## src/rtl/regfile_wb_ctrl.sv

```systemverilog
// Write-back controller: round-robin arbiter for the register-file write port plus a
// busy-register scoreboard that stalls issue on RAW/WAW hazards against pending writes.
module regfile_wb_ctrl #(
  parameter int NSRC = 3,
  parameter int AW   = 5,
  parameter int DW   = 32
) (
  input  logic               clk_i,
  input  logic               rst_ni,
  input  logic               issue_valid_i,
  input  logic [AW-1:0]      issue_rs1_i,
  input  logic [AW-1:0]      issue_rs2_i,
  input  logic [AW-1:0]      issue_rd_i,
  input  logic               issue_rd_we_i,
  output logic               issue_stall_o,
  output logic               issue_fire_o,
  input  logic               flush_i,
  input  logic [NSRC-1:0]    wb_valid_i,
  input  logic [NSRC*AW-1:0] wb_rd_i,
  input  logic [NSRC*DW-1:0] wb_data_i,
  output logic [NSRC-1:0]    wb_ready_o,
  output logic               reg_write_en_o,
  output logic [AW-1:0]      rd_ptr_o,
  output logic [DW-1:0]      rd_o,
  output logic [31:0]        busy_o
);

  localparam int PW = $clog2(NSRC);

  logic [PW-1:0] rr_ptr_q, rr_ptr_d;
  logic [31:0]   busy_q, busy_d;
  logic          we_q, we_d;
  logic [AW-1:0] rd_ptr_q, rd_ptr_d;
  logic [DW-1:0] rd_q, rd_d;

  logic          gnt_vld;
  logic [PW-1:0] gnt_idx;
  logic [AW-1:0] gnt_rd;
  logic [DW-1:0] gnt_data;

  // Rotating priority search starting at rr_ptr; no grants while reset is held.
  always_comb begin
    int cand;
    logic [PW-1:0] cand_idx;
    gnt_vld = 1'b0;
    gnt_idx = '0;
    for (int i = 0; i < NSRC; i++) begin
      cand     = (int'(rr_ptr_q) + i) % NSRC;
      cand_idx = PW'(cand);
      if (!gnt_vld && rst_ni && wb_valid_i[cand_idx]) begin
        gnt_vld = 1'b1;
        gnt_idx = cand_idx;
      end
    end
  end

  always_comb begin
    wb_ready_o = '0;
    if (gnt_vld) begin
      wb_ready_o[gnt_idx] = 1'b1;
    end
  end

  assign gnt_rd   = wb_rd_i[gnt_idx*AW +: AW];
  assign gnt_data = wb_data_i[gnt_idx*DW +: DW];

  assign issue_stall_o = issue_valid_i &&
                         (busy_q[issue_rs1_i] || busy_q[issue_rs2_i] ||
                          (issue_rd_we_i && busy_q[issue_rd_i]));
  assign issue_fire_o  = issue_valid_i && !issue_stall_o;

  always_comb begin
    rr_ptr_d = rr_ptr_q;
    we_d     = 1'b0;
    rd_ptr_d = rd_ptr_q;
    rd_d     = rd_q;
    busy_d   = busy_q;
    if (gnt_vld) begin
      rr_ptr_d = (gnt_idx == PW'(NSRC - 1)) ? '0 : gnt_idx + PW'(1);
      we_d     = (gnt_rd != '0);
      rd_ptr_d = gnt_rd;
      rd_d     = gnt_data;
    end
    if (flush_i) begin
      busy_d = '0;
    end else if (gnt_vld && gnt_rd != '0) begin
      busy_d[gnt_rd] = 1'b0;
    end
    // Applied last so a new producer wins over a retiring one on the same register.
    if (issue_fire_o && issue_rd_we_i && issue_rd_i != '0) begin
      busy_d[issue_rd_i] = 1'b1;
    end
    busy_d[0] = 1'b0;
  end

  always_ff @(posedge clk_i or negedge rst_ni) begin
    if (!rst_ni) begin
      rr_ptr_q <= '0;
      busy_q   <= '0;
      we_q     <= 1'b0;
      rd_ptr_q <= '0;
      rd_q     <= '0;
    end else begin
      rr_ptr_q <= rr_ptr_d;
      busy_q   <= busy_d;
      we_q     <= we_d;
      rd_ptr_q <= rd_ptr_d;
      rd_q     <= rd_d;
    end
  end

  assign reg_write_en_o = we_q;
  assign rd_ptr_o       = rd_ptr_q;
  assign rd_o           = rd_q;
  assign busy_o         = busy_q;

endmodule

```

## config.mk

```make
export PLATFORM = sky130hd
export DESIGN_NAME = regfile_wb_ctrl
export DESIGN_NICKNAME = d
export VERILOG_FILES = /design/src/rtl/regfile_wb_ctrl.sv
export SDC_FILE = /design/constraint.sdc
export NUM_CORES = 1
export LEC_CHECK = 0
export BUFFER_PORTS_ARGS = -buffer_cell sky130_fd_sc_hd__buf_2
export CAP_MARGIN = 5
export CORE_UTILIZATION = 51
export CTS_CLUSTER_SIZE = 40
export DETAILED_ROUTE_END_ITERATION = 8
export PLACE_DENSITY = 0.85
export RECOVER_POWER = 25
export SYNTH_ARGS = -nofsm -noshare
export SYNTH_HDL_FRONTEND = slang
export SYNTH_SLANG_ARGS = --single-unit
```

## constraint.sdc

```tcl
create_clock -name clk_i -period 5.03 [get_ports clk_i]
set_input_delay 0.2515 -clock clk_i [delete_from_list [all_inputs] [get_ports clk_i]]
set_output_delay 0.2515 -clock clk_i [all_outputs]
set_load 0.01 [all_outputs]
```

==> results.txt <==
status -> complete, no violations
remaining global-route overflow -> 0
total vias in the final route -> 4,758
pre-CTS WS -> 0.923 ns
GPL Wtd Cong -> 0.868
vias in the first global route -> 4,791
port bufs -> 207
FILL cells -> 669
Yosys top cell by area -> dfrtp_1
core footprint -> 8260 sq um
Via density -> 6.56
Hold Crit Class -> input port to register
Crit Path Category -> register to register
crit-path max FO -> 41
mean routed wirelength per cell -> 21.3 um
# IOs -> 209
final worst-path cycle share -> 83.9%
largest net degree at the start of global routing -> 55
DRC -> 0
yosys warns -> 0
CTS H-tree depth -> 3
MaxCap Viol Count -> 0
nature of the critical path endpoint -> register
worst rel slew slack -> 22.6%
initial antenna violation count -> 0
placed cells -> 708
final setup violation count -> 0
Clock Latency Late Sink -> 0.36 ns
Seq cells post-synth -> 71
Nets -> 752
Post-Place Cell Area -> 5480 sq um
switch share -> 45.5%
PwrDens -> 481 nW/um^2
Synth top cells by count -> 74 x nand2_1, 71 x dfrtp_1, 34 x a222oi_1, 34 x o31ai_1, 27 x clkbuf_1
Die Area -> 8980 sq um
DR iter-0 viols -> 520
final WL -> 15,400 um
sequential share of the synthesized area -> 40.5%
Netlist cell types -> 52
share of cells above drive strength 1 -> 37.9%
top-area cell type share of the netlist area -> 40.5%
Overall Global Routing Usage -> 35.3%
Die Wd -> 94.8 um
first-pass GRT wire length -> 23,900 um
Final Hold Viols -> 0
Clk pwr share -> 17.1%
synthesized area per cell -> 10.2 sq um
number of synthesized flops with an enable pin -> 0
leakage -> 2.61 nW
switching pwr -> 1.23 mW
Setup Skew -> 0.0183 ns
FFs w/ async S/R, synth -> 100%
Worst EP arrival -> 4.43 ns
Synth Flop Type -> dfrtp_1
Worst-Margin Slew -> 1.16 ns
Comb pwr share -> 51.8%
synthesized area -> 4390 sq um
post-route ant nets -> 0
VDD IR max -> 425 uV
Hold WS -> 0.0911 ns
largest cells by area after synthesis -> dfrtp_1 40%, mux4_2 11%, a222oi_1 7.8%, nand2_1 6.3%, o31ai_1 5.8%
internal power -> 1.48 mW
maximum clock rate -> 0.237 GHz
CTS Buf Count -> 9
RSZ-0062 raised after global routing -> false
Max Slew Vio Count -> 0
root buffer cell -> clkbuf_8
CTS tree -> done
Die H -> 94.8 um
post-CTS resize count -> 0
dpl hpwl -> 11,300 um
sequential share of power -> 31.1%
Reg area -> 1780 sq um
diode count -> 0
post-route cell area -> 5650 sq um
Synth-to-Final Area Change -> 28.6%
worst setup margin -> 0.809 ns
Initial Util -> 53.2%
DRT Pass-1 Iters -> 7
minimum clock period -> 4.22 ns
Syn Inst Count -> 429
TNS Setup -> 0 ns
Crit path required time -> 5.23 ns
CTS clk-pin slew, worst paths -> 0.08 ns
fin cells -> 725
clk sink count -> 71
row cnt -> 33
most common cell in the netlist -> nand2_1
Startpoint Class -> register
syn_nets -> 566
Longest Clk Path Bufs -> 2
multi-input logic area -> 2440 sq um
total setup buffers inserted after CTS -> 0
[kinds of logic after synthesis]
logic type | share of synthesized area (%)
AND/OR/NAND/NOR | 13.9
buffers and inverters | 4.84
other | 0.0854
flip-flops | 40.5
multiplexers | 14.2
AO/OA/AOI/OAI | 25.6
adder cells (fa/ha/maj) | 0.855
[flip-flops by register name, indices dropped and copies added, names as in the netlist]
signal	flops
busy_o	31
rd_ptr_o	5
rd_o	32
reg_write_en_o	1
rr_ptr_q	2
[routing by layer]
metal,vias to the layer above,wire length (um),track usage [%],share of wire (%)
met1,2299,5410,39.9,35
li1,2082,-,-,-
met2,335,7880,61.8,51
met5,-,0,0,0
met3,42,1640,8.86,11
met4,0,491,17.0,3.2
[critical path: stages (launching register included)]
cell and delay (ns):
dfrtp_1 0.41, inv_1 0.06, ha_1 0.40, or2_2 0.33, a41oi_1 0.36, o2bb2ai_4 0.36, a222oi_1 1.12, or4b_2 0.69
o211ai_1 0.22, o31ai_1 0.12
[metrics by stage]
stage | util, % | power (mW)
2_1_floorplan | - | 1.76
3_5_place_dp | 66.3 | 2.27
4_1_cts | 68.8 | 2.73
5_1_grt | 68.4 | 2.89
3_3_place_gp | 66.3 | 2.20
6_report | 68.4 | 2.72
[area by class of cell]
class,instances,share of cell area (%)
inverter,13,0.864
timing repair buffer,214,18.7
tap,105,2.33
sequential,71,31.5
clock inverter,7,1.31
multi-input combinational,306,43.1
clock buffer,9,2.19
[layout by cell type, fill, tap and decap left out, drive strengths merged, types with 6 or more instances in the layout]
cell | synthesis | final
a222oi | 34 | 34
o31ai | 34 | 34
mux2i | 10 | 10
nand2b | 7 | 7
buf | 12 | 183
nand2 | 74 | 74
o21ai | 19 | 19
o211ai | 21 | 21
o311ai | 11 | 11
dfrtp | 71 | 71
clkbuf | 27 | 39
inv | 13 | 13
mux4 | 21 | 21
nor2 | 6 | 6
[final timing paths]
check | start | end | slack (ns) | cells after the start
max reg2reg | rr_ptr_q[0] | busy_o[19] | 0.81 | 9
max in group asynchronous | rst_ni | rd_o[15] | 3.71 | 3
min in group asynchronous | rst_ni | busy_o[27] | 0.37 | 2
min | wb_data_i[7] | rd_o[7] | 0.09 | 3
max | rr_ptr_q[0] | busy_o[19] | 0.81 | 9
min reg2reg | rd_o[5] | rd_o[5] | 0.49 | 2
[power by group through the flow]
| stage | clock, mW | combinational (mW) | sequential, mW |
|---|---|---|---|
| 6_report | 0.463 | 1.41 | 0.845 |
| 5_1_grt | 0.489 | 1.54 | 0.862 |
| 4_1_cts | 0.464 | 1.43 | 0.840 |
| 3_5_place_dp | 0 | 1.42 | 0.847 |
| 3_3_place_gp | 0 | 1.36 | 0.837 |
| 2_1_floorplan | 0 | 0.848 | 0.914 |
[timing repair]
item / CTS / global route
hold buffers: 1 / 0
endpoints found under the hold margin: 24 / 0
endpoints found under the setup margin: 0 / 0
No activity file was read; power rests on OpenSTA's default activity.
